`src/rtl/debouncer_multi_sync.sv`:
```
// Multi-channel debouncer: each noisy_in bit is synchronised through a flop chain,
// then accepted as the new level only after num_delay_clks consecutive differing cycles.
module debouncer_multi_sync #(
    parameter int num_ch         = 4,
    parameter int num_stages     = 2,
    parameter int num_delay_clks = 100
) (
    input  logic              clk,
    input  logic              rst,
    input  logic              en,
    input  logic [num_ch-1:0] noisy_in,
    output logic [num_ch-1:0] debouncer_out,
    output logic [num_ch-1:0] rise_pulse,
    output logic [num_ch-1:0] fall_pulse,
    output logic              any_change
);

    localparam int cnt_w = $clog2(num_delay_clks);
    localparam logic [cnt_w-1:0] cnt_last = cnt_w'(num_delay_clks - 1);

    logic [num_stages-1:0][num_ch-1:0] sync_q, sync_d;
    logic [num_ch-1:0]                 sync_val;
    logic [cnt_w-1:0]                  cnt_q [num_ch];
    logic [cnt_w-1:0]                  cnt_d [num_ch];
    logic [num_ch-1:0]                 out_q, out_d;
    logic [num_ch-1:0]                 rise_q, rise_d;
    logic [num_ch-1:0]                 fall_q, fall_d;
    logic                              any_q, any_d;

    // Stage 0 captures the raw input; the last stage feeds the stability counters.
    assign sync_val = sync_q[num_stages-1];

    always_comb begin
        sync_d = {sync_q[num_stages-2:0], noisy_in};
        cnt_d  = cnt_q;
        out_d  = out_q;
        rise_d = '0;
        fall_d = '0;
        if (en) begin
            for (int i = 0; i < num_ch; i++) begin
                if (sync_val[i] == out_q[i]) begin
                    cnt_d[i] = '0;
                end else if (cnt_q[i] == cnt_last) begin
                    cnt_d[i]  = '0;
                    out_d[i]  = sync_val[i];
                    rise_d[i] = sync_val[i];
                    fall_d[i] = ~sync_val[i];
                end else begin
                    cnt_d[i] = cnt_q[i] + cnt_w'(1);
                end
            end
        end
        any_d = |(rise_d | fall_d);
    end

    always_ff @(posedge clk) begin
        if (rst) begin
            sync_q <= '0;
            for (int i = 0; i < num_ch; i++) begin
                cnt_q[i] <= '0;
            end
            out_q  <= '0;
            rise_q <= '0;
            fall_q <= '0;
            any_q  <= 1'b0;
        end else begin
            sync_q <= sync_d;
            cnt_q  <= cnt_d;
            out_q  <= out_d;
            rise_q <= rise_d;
            fall_q <= fall_d;
            any_q  <= any_d;
        end
    end

    assign debouncer_out = out_q;
    assign rise_pulse    = rise_q;
    assign fall_pulse    = fall_q;
    assign any_change    = any_q;

endmodule

```
`config.mk`:
```
export PLATFORM = sky130hd
export DESIGN_NAME = debouncer_multi_sync
export DESIGN_NICKNAME = d
export VERILOG_FILES = /design/src/rtl/debouncer_multi_sync.sv
export SDC_FILE = /design/constraint.sdc
export NUM_CORES = 1
export LEC_CHECK = 0
export CORE_MARGIN = 2
export CORE_UTILIZATION = 40
export DETAILED_ROUTE_END_ITERATION = 16
export PLACE_DENSITY_LB_ADDON = 0.12
export SLEW_MARGIN = 30
export SYNTH_ARGS = -nofsm -noshare
export SYNTH_HDL_FRONTEND = slang
export SYNTH_SLANG_ARGS = --single-unit
export TNS_END_PERCENT = 30
```
`constraint.sdc`:
```
create_clock -name clk -period 1.5 [get_ports clk]
set_clock_uncertainty 0.1 [all_clocks]
set_input_delay 0.45 -clock clk [delete_from_list [all_inputs] [get_ports clk]]
set_output_delay 0.45 -clock clk [all_outputs]
set_load 0.03 [all_outputs]
```
# Word-level counts from Yosys, hierarchy flattened
# Index checks and enable logic that the tools add are counted.
[word_totals] word_cells=65 ff_bits=49 output_inout_bits=13 inputBits=7
[classes] muxes=26 reduce_logical=5 addsub=4 n_eq_ne=8 bitwise_logic=9
[op_table] cell="$mux W7" n=8
[op_table] cell="$add A7 B1 Y7 const B" n=4
[op_table] cell="$eq A7 B7 Y1 const B" n=4
[op_table] cell="$mux W1" n=16
[op_table] cell="$reduce_and A3 Y1" n=4
[op_table] cell="$mux W4" n=2
[op_table] cell="$not A1 Y1" n=8
[op_table] cell="$eq A1 B1 Y1" n=4
[op_table] cell="$or A4 B4 Y4" n=1
[op_table] cell="$reduce_or A4 Y1" n=1

# Longest topological paths before layout
# Gate-level depths: netlist (run 1).
[depth] depth_word=6 ltp_mapped=5 depth_no_buf=5

# Worst setup path before layout (run 1)
# OpenSTA, ideal clock, no wires.
[synth_timing] path_kind="input-to-reg" from="in rst" to="reg cnt_q[23] in the netlist's numbering" path_stages=5 setup_ps=74 arrival_time_ps=1449 t_required_ps=1326 n_path_buf=2 slack_ps=-123 cell_sequence="buf_6 -> nand2b_1 -> clkbuf_1 -> or3_1 -> a31oi_1"
[synth_lines] item="start: declaration" line_no="9" text="input logic rst,"
[synth_lines] item="end signal: assignment" line_no="68" text="cnt_q <= cnt_d;"
[synth_lines] item="end: declaration" line_no="23" text="logic [cnt_w-1:0] cnt_q [num_ch];"

# Worst setup path in the final report (run 1)
[layout_timing] from="reg cnt_q[9] in the netlist's numbering" to="reg any_q, in the netlist any_change"
[layout_between] elab_chain_len=6 elab_cells_between_ends=9 classes_between="eq/ne: 1; mux: 6; bitwise: 1; reduce/logical: 1"
[layout_lines] item="$eq A7 B7 Y1 *" line_no="43" text="end else if (cnt_q[i] == cnt_last) begin"
[layout_lines] item="$mux W1" line_no="43"
[layout_lines] item="$mux W1" line_no="41" text="if (sync_val[i] == out_q[i]) begin"
[layout_lines] item="$mux W4" line_no="39" text="if (en) begin"
[layout_lines] item="$or A4 B4 Y4 *" line_no="53" text="any_d = |(rise_d | fall_d);"
[layout_lines] item="$reduce_or A4 Y1 *" line_no="53"
[layout_lines] item="end signal: assignment" line_no="72" text="any_q <= any_d;"
[layout_lines] item="end: declaration" line_no="28" text="logic any_q, any_d;"
# Mark *: on every way between the ends. The rest lies on a longest branch, timed or not.
# A chain may end at the register's enable or synchronous reset.

==> metrics.txt, run 1 <==
# TYPE chip_impl_metric gauge
chip_impl_metric{name="p_int",unit="mW"} 1.71
chip_impl_metric{name="route.final.wire_length",unit="um"} 4580
chip_impl_info{name="setup_repair_after_global_routing_missed_its_margin",value="yes"} 1
chip_impl_metric{name="cts-buffers-inserted",unit=""} 5
chip_impl_metric{name="maximum_number_of_pins_on_one_net_before_global_route_repair",unit=""} 14
chip_impl_metric{name="clk_pin_slew_worst_paths",unit="ns"} 0.08
chip_impl_info{name="cp-start-kind",value="register"} 1
chip_impl_metric{name="fin_hold_ws",unit="ns"} 0.344
chip_impl_metric{name="timing.fmax",unit="MHz"} 604
chip_impl_metric{name="antenna_cells",unit=""} 0
chip_impl_info{name="endpoint_kind",value="register"} 1
chip_impl_metric{name="slew_violations",unit=""} 0
chip_impl_metric{name="io_pins",unit=""} 20
chip_impl_metric{name="final_core_utilization",unit=""} 0.571
chip_impl_metric{name="setup-violations-final",unit=""} 7
chip_impl_metric{name="number_of_enable_type_register_cells_in_the_synthesized_netlist",unit=""} 0
chip_impl_metric{name="grt_pass1_wl",unit="um"} 7940
chip_impl_metric{name="setup_slack",unit="ns"} -0.155
chip_impl_metric{name="required",unit="ns"} 1.63
chip_impl_metric{name="fp.dieH",unit="um"} 77.2
chip_impl_metric{name="grt_pass1_vias",unit=""} 1758
chip_impl_info{name="hold_path.class",value="reg -> reg"} 1
chip_impl_metric{name="syn-instance-count",unit=""} 227
chip_impl_metric{name="post_layout_nonfiller_instances",unit=""} 366
chip_impl_info{name="clock-root-buffer",value="sky130_fd_sc_hd__clkbuf_8"} 1
chip_impl_metric{name="grt.total_usage",unit=""} 0.166
chip_impl_metric{name="numPortBuffers",unit=""} 19
chip_impl_metric{name="drt_pass1_iterations",unit=""} 4
chip_impl_metric{name="irDropWorstVdd",unit="V"} 0.000702
chip_impl_metric{name="synth.ff_latch_count",unit=""} 49
chip_impl_metric{name="drv.max_cap_violation_count",unit=""} 0
chip_impl_metric{name="slew-limit-headroom",unit=""} 0.780
chip_impl_info{name="final_cell_mix",value="sky130_fd_sc_hd__buf_4 (58), sky130_fd_sc_hd__dfxtp_1 (37), sky130_fd_sc_hd__nand2_1 (19)"} 1
chip_impl_info{name="timing_worst_setup_path_type",value="reg -> reg"} 1
chip_impl_metric{name="grt-ovfl-total",unit=""} 0
chip_impl_metric{name="die_w",unit="um"} 77.2
chip_impl_metric{name="cellPowerDensity",unit="mW/mm^2"} 751
chip_impl_metric{name="postSynthNetCount",unit=""} 238
chip_impl_metric{name="power.switching_fraction",unit=""} 0.222
chip_impl_metric{name="seq_area_frac_synth",unit=""} 0.458
chip_impl_info{name="layout_commonest_cell",value="sky130_fd_sc_hd__buf_4"} 1
chip_impl_metric{name="period_share",unit=""} 1.10
chip_impl_metric{name="detail-route-antenna-nets",unit=""} 0
chip_impl_metric{name="yosysWarningCount",unit=""} 0
chip_impl_metric{name="cts_htree_levels",unit=""} 2
chip_impl_metric{name="layout-drive-gt1-share",unit=""} 0.361
chip_impl_metric{name="initial_utilization",unit=""} 0.417
chip_impl_info{name="run_status",value="complete, but fails checks"} 1
chip_impl_metric{name="gp_routability_congestion",unit=""} 0.816
chip_impl_info{name="synthFlopType",value="sky130_fd_sc_hd__dfxtp_1"} 1
chip_impl_metric{name="synthArstFlopShare",unit=""} 0
chip_impl_metric{name="total_leakage_power",unit="nW"} 1.17
chip_impl_metric{name="number_of_different_library_cells_in_the_post_synthesis_netlist",unit=""} 46
chip_impl_metric{name="critical_path_arrival",unit="ns"} 1.78
chip_impl_metric{name="final_period_demand_of_the_worst_path",unit="ns"} 1.66
chip_impl_metric{name="p_seq_frac",unit=""} 0.599
chip_impl_metric{name="wire_per_inst",unit="um"} 12.5
chip_impl_metric{name="hold_buffers",unit=""} 0
chip_impl_metric{name="power_frac_clock",unit=""} 0.334
chip_impl_metric{name="clockBufferDepth",unit=""} 2
chip_impl_metric{name="placement.cell_area",unit="mm^2"} 0.00276
chip_impl_metric{name="switchingPower",unit="mW"} 0.490
chip_impl_metric{name="finish.net_count",unit=""} 306
chip_impl_metric{name="totalPowerFinal",unit="mW"} 2.21
chip_impl_metric{name="via_count",unit=""} 1822
chip_impl_metric{name="antenna_found_initial",unit=""} 0
chip_impl_metric{name="place_inst",unit=""} 358
chip_impl_metric{name="core.rowCount",unit=""} 26
chip_impl_metric{name="drt-initial-drc-count",unit=""} 60
chip_impl_info{name="violations",value="setup timing"} 1
chip_impl_metric{name="post_synth_instance_area",unit="mm^2"} 0.00214
chip_impl_metric{name="power_frac_comb",unit=""} 0.066
chip_impl_metric{name="fin_area",unit="mm^2"} 0.00294
chip_impl_metric{name="clk_latency_worst_skew_pair",unit="ns"} 0.29
chip_impl_metric{name="finalHoldViolCount",unit=""} 0
chip_impl_metric{name="areaGrowthSynthToFinish",unit="%"} 37.2
chip_impl_metric{name="worst-slew-pin-transition",unit="ns"} 0.328
chip_impl_metric{name="detail_route.drc_violations",unit=""} 0
chip_impl_metric{name="post_cts.repair.setup_buffers",unit=""} 0
chip_impl_info{name="tritoncts",value="yes"} 1
chip_impl_metric{name="viasPerCell",unit=""} 4.98
chip_impl_metric{name="synth.avg_cell_area",unit="um^2"} 9.43
chip_impl_metric{name="cts_sinks",unit=""} 49
chip_impl_metric{name="die_area",unit="mm^2"} 0.00595
chip_impl_metric{name="hpwlAfterDp",unit="um"} 3380
chip_impl_metric{name="design.core.area",unit="mm^2"} 0.00514
chip_impl_metric{name="path_max_fanout",unit=""} 4
==> worst max-delay path: stages (launching register included) <==
cell	delay, ns
sky130_fd_sc_hd__dfxtp_1	0.32
sky130_fd_sc_hd__or4b_4	0.56
sky130_fd_sc_hd__or2_4	0.27
sky130_fd_sc_hd__o22a_1	0.20
sky130_fd_sc_hd__a21oi_2	0.14
==> state kept, by name, indices dropped and copies added, names as in the netlist <==
signal / cells
any_change: 1
fall_pulse: 4
rise_pulse: 4
debouncer_out: 4
sync_val: 4
sync_d: 4
cnt_q: 28
==> layout make-up <==
cell class                 count  area [um^2]
inverter                       5         18.8
sequential                    49          996
timing repair buffer          69          559
fill                         468         2200
clock buffer                   8         80.1
tap                           70         87.6
multi-input combinational    165         1190
==> power by group through the flow <==
stage | Sequential [mW] | Clock (mW) | Combinational, mW
final | 1.32 | 0.738 | 0.146
after global routing | 1.32 | 0.830 | 0.160
after CTS | 1.32 | 0.780 | 0.144
after detailed placement | 1.35 | 0 | 0.144
after global placement | 1.35 | 0 | 0.144
after floorplan | 1.35 | 0 | 0.0776
==> through the flow <==
stage | TNS, ns | worst slack [ns]
after global routing | -1.38 | -0.210
after floorplan | -0.355 | -0.0790
after CTS | -0.738 | -0.169
final | -0.648 | -0.155
after global placement | -14.10 | -0.496
after detailed placement | -14.79 | -0.525
==> routing by layer <==
layer	wire length, um	share of wire	track usage
met1	2340	0.51	0.213
met2	2050	0.45	0.263
met3	151	0.033	0.0541
met4	43	0.0094	0.0536
met5	0	0	0
==> final timing paths <==
path,cells after the start,start,end,slack (ns)
max reg2reg,4,cnt_q[9],any_change,-0.16
min,1,sync_d[7],sync_val[3],0.34
max,4,cnt_q[9],any_change,-0.16
min reg2reg,1,sync_d[7],sync_val[3],0.34
==> Yosys cell counts, types with 5 or more instances <==
cell | instances | area share
sky130_fd_sc_hd__nand2_1 | 20 | 0.035
sky130_fd_sc_hd__a22o_1 | 5 | 0.020
sky130_fd_sc_hd__xor2_1 | 5 | 0.020
sky130_fd_sc_hd__xnor2_1 | 6 | 0.025
sky130_fd_sc_hd__mux2i_1 | 5 | 0.023
sky130_fd_sc_hd__nand3_1 | 15 | 0.035
sky130_fd_sc_hd__dfxtp_1 | 49 | 0.46
sky130_fd_sc_hd__nor2_1 | 6 | 0.011
sky130_fd_sc_hd__a21oi_1 | 19 | 0.044
sky130_fd_sc_hd__and3_1 | 6 | 0.018
sky130_fd_sc_hd__nor2b_1 | 11 | 0.032
sky130_fd_sc_hd__o21ai_0 | 6 | 0.014
sky130_fd_sc_hd__nand4_1 | 5 | 0.015
sky130_fd_sc_hd__clkbuf_1 | 7 | 0.012
sky130_fd_sc_hd__inv_1 | 5 | 0.0088
==> repair_timing <==
| action | CTS | global route |
|---|---|---|
| endpoints found under the hold margin | 0 | 0 |
| pin swaps | 4 | 4 |
| endpoints found under the setup margin | 31 | 33 |
| gates resized for setup | 10 | 26 |
==> logic make-up (layout without fill, tap and decap cells) <==
family	Yosys count	after routing	share of synthesized area
AOI/OAI and AO/OA	52	52	0.164
xor gates and xnor gates	11	11	0.0450
adders and majority gates	4	4	0.0234
buffers and inverters	13	82	0.0263
DFF	49	49	0.458
muxes	5	5	0.0234
and+or+nand+nor	93	93	0.260
Note: power is estimated with default switching activity, not from simulation.
==> run 2: changes to the inputs <==
Settings changed: CORE_UTILIZATION 40 to 48, DONT_BUFFER_PORTS from default to 1, SKIP_LAST_GASP from default to 1.
==> run 2 against run 1 <==
Net effect: the flow still finishes with violations (setup timing); clock-buffer cell count down 1; via count rose by 2.3%; sequential share of layout area up 2.9 points; combinational power decreased by 36%; critical path type unchanged; final cell count is 12% lower; maximum frequency about the same; cell area down 8.4%; global-route usage increased by 3.2 points; setup slack about the same; largest power group unchanged; power is 2.0% higher; sequential power is essentially flat; critical path depth unchanged.
==> metrics.txt, run 2 (same netlist as run 1, synthesis figures left out) <==
# TYPE chip_impl_metric gauge
chip_impl_metric{name="cp.buffers_inverters",unit=""} 0
chip_impl_metric{name="setup-violations-final",unit=""} 10
chip_impl_metric{name="wire_per_inst",unit="um"} 14.9
chip_impl_info{name="max_flop_register",value="cnt_q"} 1
chip_impl_info{name="layout_commonest_cell",value="sky130_fd_sc_hd__buf_4"} 1
chip_impl_info{name="critPathTopFamily",value="simple AND/OR/NAND/NOR gates"} 1
chip_impl_metric{name="final_core_utilization",unit=""} 0.622
chip_impl_metric{name="worst-slew-pin-transition",unit="ns"} 0.326
chip_impl_metric{name="period_share",unit=""} 1.10
chip_impl_metric{name="detail_route.drc_violations",unit=""} 0
chip_impl_metric{name="timing.fmax",unit="MHz"} 604
chip_impl_metric{name="slew_violations",unit=""} 0
chip_impl_metric{name="clk_pin_slew_worst_paths",unit="ns"} 0.08
chip_impl_metric{name="final_period_demand_of_the_worst_path",unit="ns"} 1.66
chip_impl_info{name="run_status",value="complete, but fails checks"} 1
chip_impl_info{name="violations",value="setup timing"} 1
chip_impl_metric{name="critical_path_arrival",unit="ns"} 1.75
chip_impl_metric{name="layout-drive-gt1-share",unit=""} 0.316
chip_impl_metric{name="ff2ff_setup_slack",unit="ns"} -0.16
chip_impl_metric{name="fp.dieH",unit="um"} 70.8
chip_impl_metric{name="total_leakage_power",unit="nW"} 1.05
chip_impl_metric{name="place_inst",unit=""} 312
chip_impl_info{name="tritoncts",value="yes"} 1
chip_impl_metric{name="worstRegToRegCells",unit=""} 4
chip_impl_metric{name="maximum_number_of_pins_on_one_net_before_global_route_repair",unit=""} 29
chip_impl_metric{name="viasPerCell",unit=""} 5.80
chip_impl_info{name="cp_cell_sequence",value="or4b_4 -> o211ai_4 -> o21ai_1 -> a21o_1"} 1
chip_impl_info{name="clock-root-buffer",value="sky130_fd_sc_hd__clkbuf_8"} 1
chip_impl_metric{name="grt-ovfl-total",unit=""} 0
chip_impl_metric{name="largest_register_ffs",unit=""} 28
chip_impl_metric{name="detail-route-antenna-nets",unit=""} 0
chip_impl_metric{name="clockBufferDepth",unit=""} 2
chip_impl_metric{name="core.rowCount",unit=""} 24
chip_impl_metric{name="cellPowerDensity",unit="mW/mm^2"} 836
chip_impl_metric{name="cts_sinks",unit=""} 49
chip_impl_metric{name="drt-initial-drc-count",unit=""} 122
chip_impl_info{name="end_of_the_worst_register_to_register_path",value="cnt_q[9]"} 1
chip_impl_metric{name="via_count",unit=""} 1863
chip_impl_metric{name="worst_path_largest_cell_delay",unit="ns"} 0.56
chip_impl_info{name="cp-start-kind",value="register"} 1
chip_impl_info{name="r2r-start",value="cnt_q[9]"} 1
chip_impl_metric{name="post_layout_nonfiller_instances",unit=""} 321
chip_impl_metric{name="clk_latency_worst_skew_pair",unit="ns"} 0.29
chip_impl_metric{name="initial_utilization",unit=""} 0.495
chip_impl_info{name="hold_path.class",value="in -> reg"} 1
chip_impl_metric{name="required",unit="ns"} 1.59
chip_impl_metric{name="die_w",unit="um"} 70.8
chip_impl_metric{name="route.final.wire_length",unit="um"} 4770
chip_impl_metric{name="slew-limit-headroom",unit=""} 0.782
chip_impl_metric{name="cts_htree_levels",unit=""} 2
chip_impl_metric{name="antenna_cells",unit=""} 0
chip_impl_metric{name="antenna_found_initial",unit=""} 0
chip_impl_info{name="worst_path_max_delay_cell",value="sky130_fd_sc_hd__or4b_4"} 1
chip_impl_metric{name="path_max_fanout",unit=""} 8
chip_impl_metric{name="design.core.area",unit="mm^2"} 0.00432
chip_impl_metric{name="finalHoldViolCount",unit=""} 0
chip_impl_metric{name="fin_area",unit="mm^2"} 0.00269
chip_impl_metric{name="drv.max_cap_violation_count",unit=""} 0
chip_impl_info{name="final_cell_mix",value="sky130_fd_sc_hd__buf_4 (42), sky130_fd_sc_hd__dfxtp_1 (41), sky130_fd_sc_hd__nand2_1 (19)"} 1
chip_impl_metric{name="die_area",unit="mm^2"} 0.00501
chip_impl_metric{name="hpwlAfterDp",unit="um"} 3330
chip_impl_metric{name="cts-buffers-inserted",unit=""} 5
chip_impl_metric{name="finish.net_count",unit=""} 279
chip_impl_info{name="timing_worst_setup_path_type",value="reg -> reg"} 1
chip_impl_metric{name="areaGrowthSynthToFinish",unit="%"} 25.6
chip_impl_metric{name="grt_pass1_wl",unit="um"} 7930
chip_impl_info{name="setup_repair_after_global_routing_missed_its_margin",value="yes"} 1
chip_impl_metric{name="setup_slack",unit="ns"} -0.155
chip_impl_metric{name="min_path_cells",unit=""} 1
chip_impl_metric{name="hold_buffers",unit=""} 0
chip_impl_metric{name="filler_cells",unit=""} 384
chip_impl_metric{name="gp_routability_congestion",unit=""} 0.777
chip_impl_metric{name="placement.cell_area",unit="mm^2"} 0.00250
chip_impl_metric{name="grt.total_usage",unit=""} 0.198
chip_impl_metric{name="totalPowerFinal",unit="mW"} 2.25
chip_impl_metric{name="grt_pass1_vias",unit=""} 1877
chip_impl_metric{name="irDropWorstVdd",unit="V"} 0.000549
chip_impl_info{name="worst_hold_launch",value="rst"} 1
chip_impl_info{name="hold_end",value="debouncer_out[2]"} 1
chip_impl_info{name="endpoint_kind",value="register"} 1
chip_impl_metric{name="drt_pass1_iterations",unit=""} 4
chip_impl_metric{name="numPortBuffers",unit=""} 0
chip_impl_metric{name="io_pins",unit=""} 20
run 2: final cells by class:
class | instances | area (um^2) | share of cell area
multi-input combinational | 165 | 1200 | 0.445
sequential | 49 | 991 | 0.369
timing repair buffer | 42 | 315 | 0.117
clock buffer | 7 | 96.3 | 0.0358
tap | 52 | 65.1 | 0.0242
inverter | 5 | 18.8 | 0.00698
clock inverter | 1 | 5.00 | 0.00186
run 2: power breakdown:
part | total (mW) | switching (mW) | internal [mW]
clock network | 0.832 | 0.415 | 0.417
logic | 0.0940 | 0.0493 | 0.0447
registers | 1.32 | 0.00970 | 1.31
run 2: how the worst max path moves through the flow:
stage,startpoint,slack (ns),cells past startpoint,endpoint
floorplan,cnt_q[9],-0.08,4,cnt_q[10]
global placement,cnt_q[9],-0.09,4,cnt_q[10]
detailed placement,cnt_q[9],-0.13,4,cnt_q[10]
CTS,cnt_q[9],-0.15,4,cnt_q[10]
global route,cnt_q[9],-0.19,4,any_change
finish,cnt_q[9],-0.16,4,cnt_q[9]
run 2: timing repair:
action	4_1_cts	5_1_grt
pin swaps	2	3
buffers inserted	1	0
endpoints found under the hold margin	0	0
endpoints found under the setup margin	21	38
resized for setup	0	22
run 2: layer usage:
metal / track usage / vias up / wire length, um
met5: 0 / - / 0
met4: 0.0818 / 0 / 48
met3: 0.0584 / 5 / 225
met2: 0.356 / 44 / 2430
met1: 0.216 / 903 / 2070
li1: - / 911 / -
run 2: stage by stage:
stage / setup WS [ns] / hold slack (ns) / setup TNS, ns
finish: -0.155 / 0.107 / -0.926
global route: -0.190 / 0.0892 / -1.73
CTS: -0.146 / 0.0988 / -1.17
detailed placement: -0.125 / 0.331 / -0.871
global placement: -0.0884 / 0.336 / -0.338
floorplan: -0.0790 / 0.314 / -0.355
==> run 3: changes to the inputs <==
Settings changed: GPL_TIMING_DRIVEN from default to 1.
==> results of run 3 <==
Final layout, timing and power as in run 2 (identical DEF).
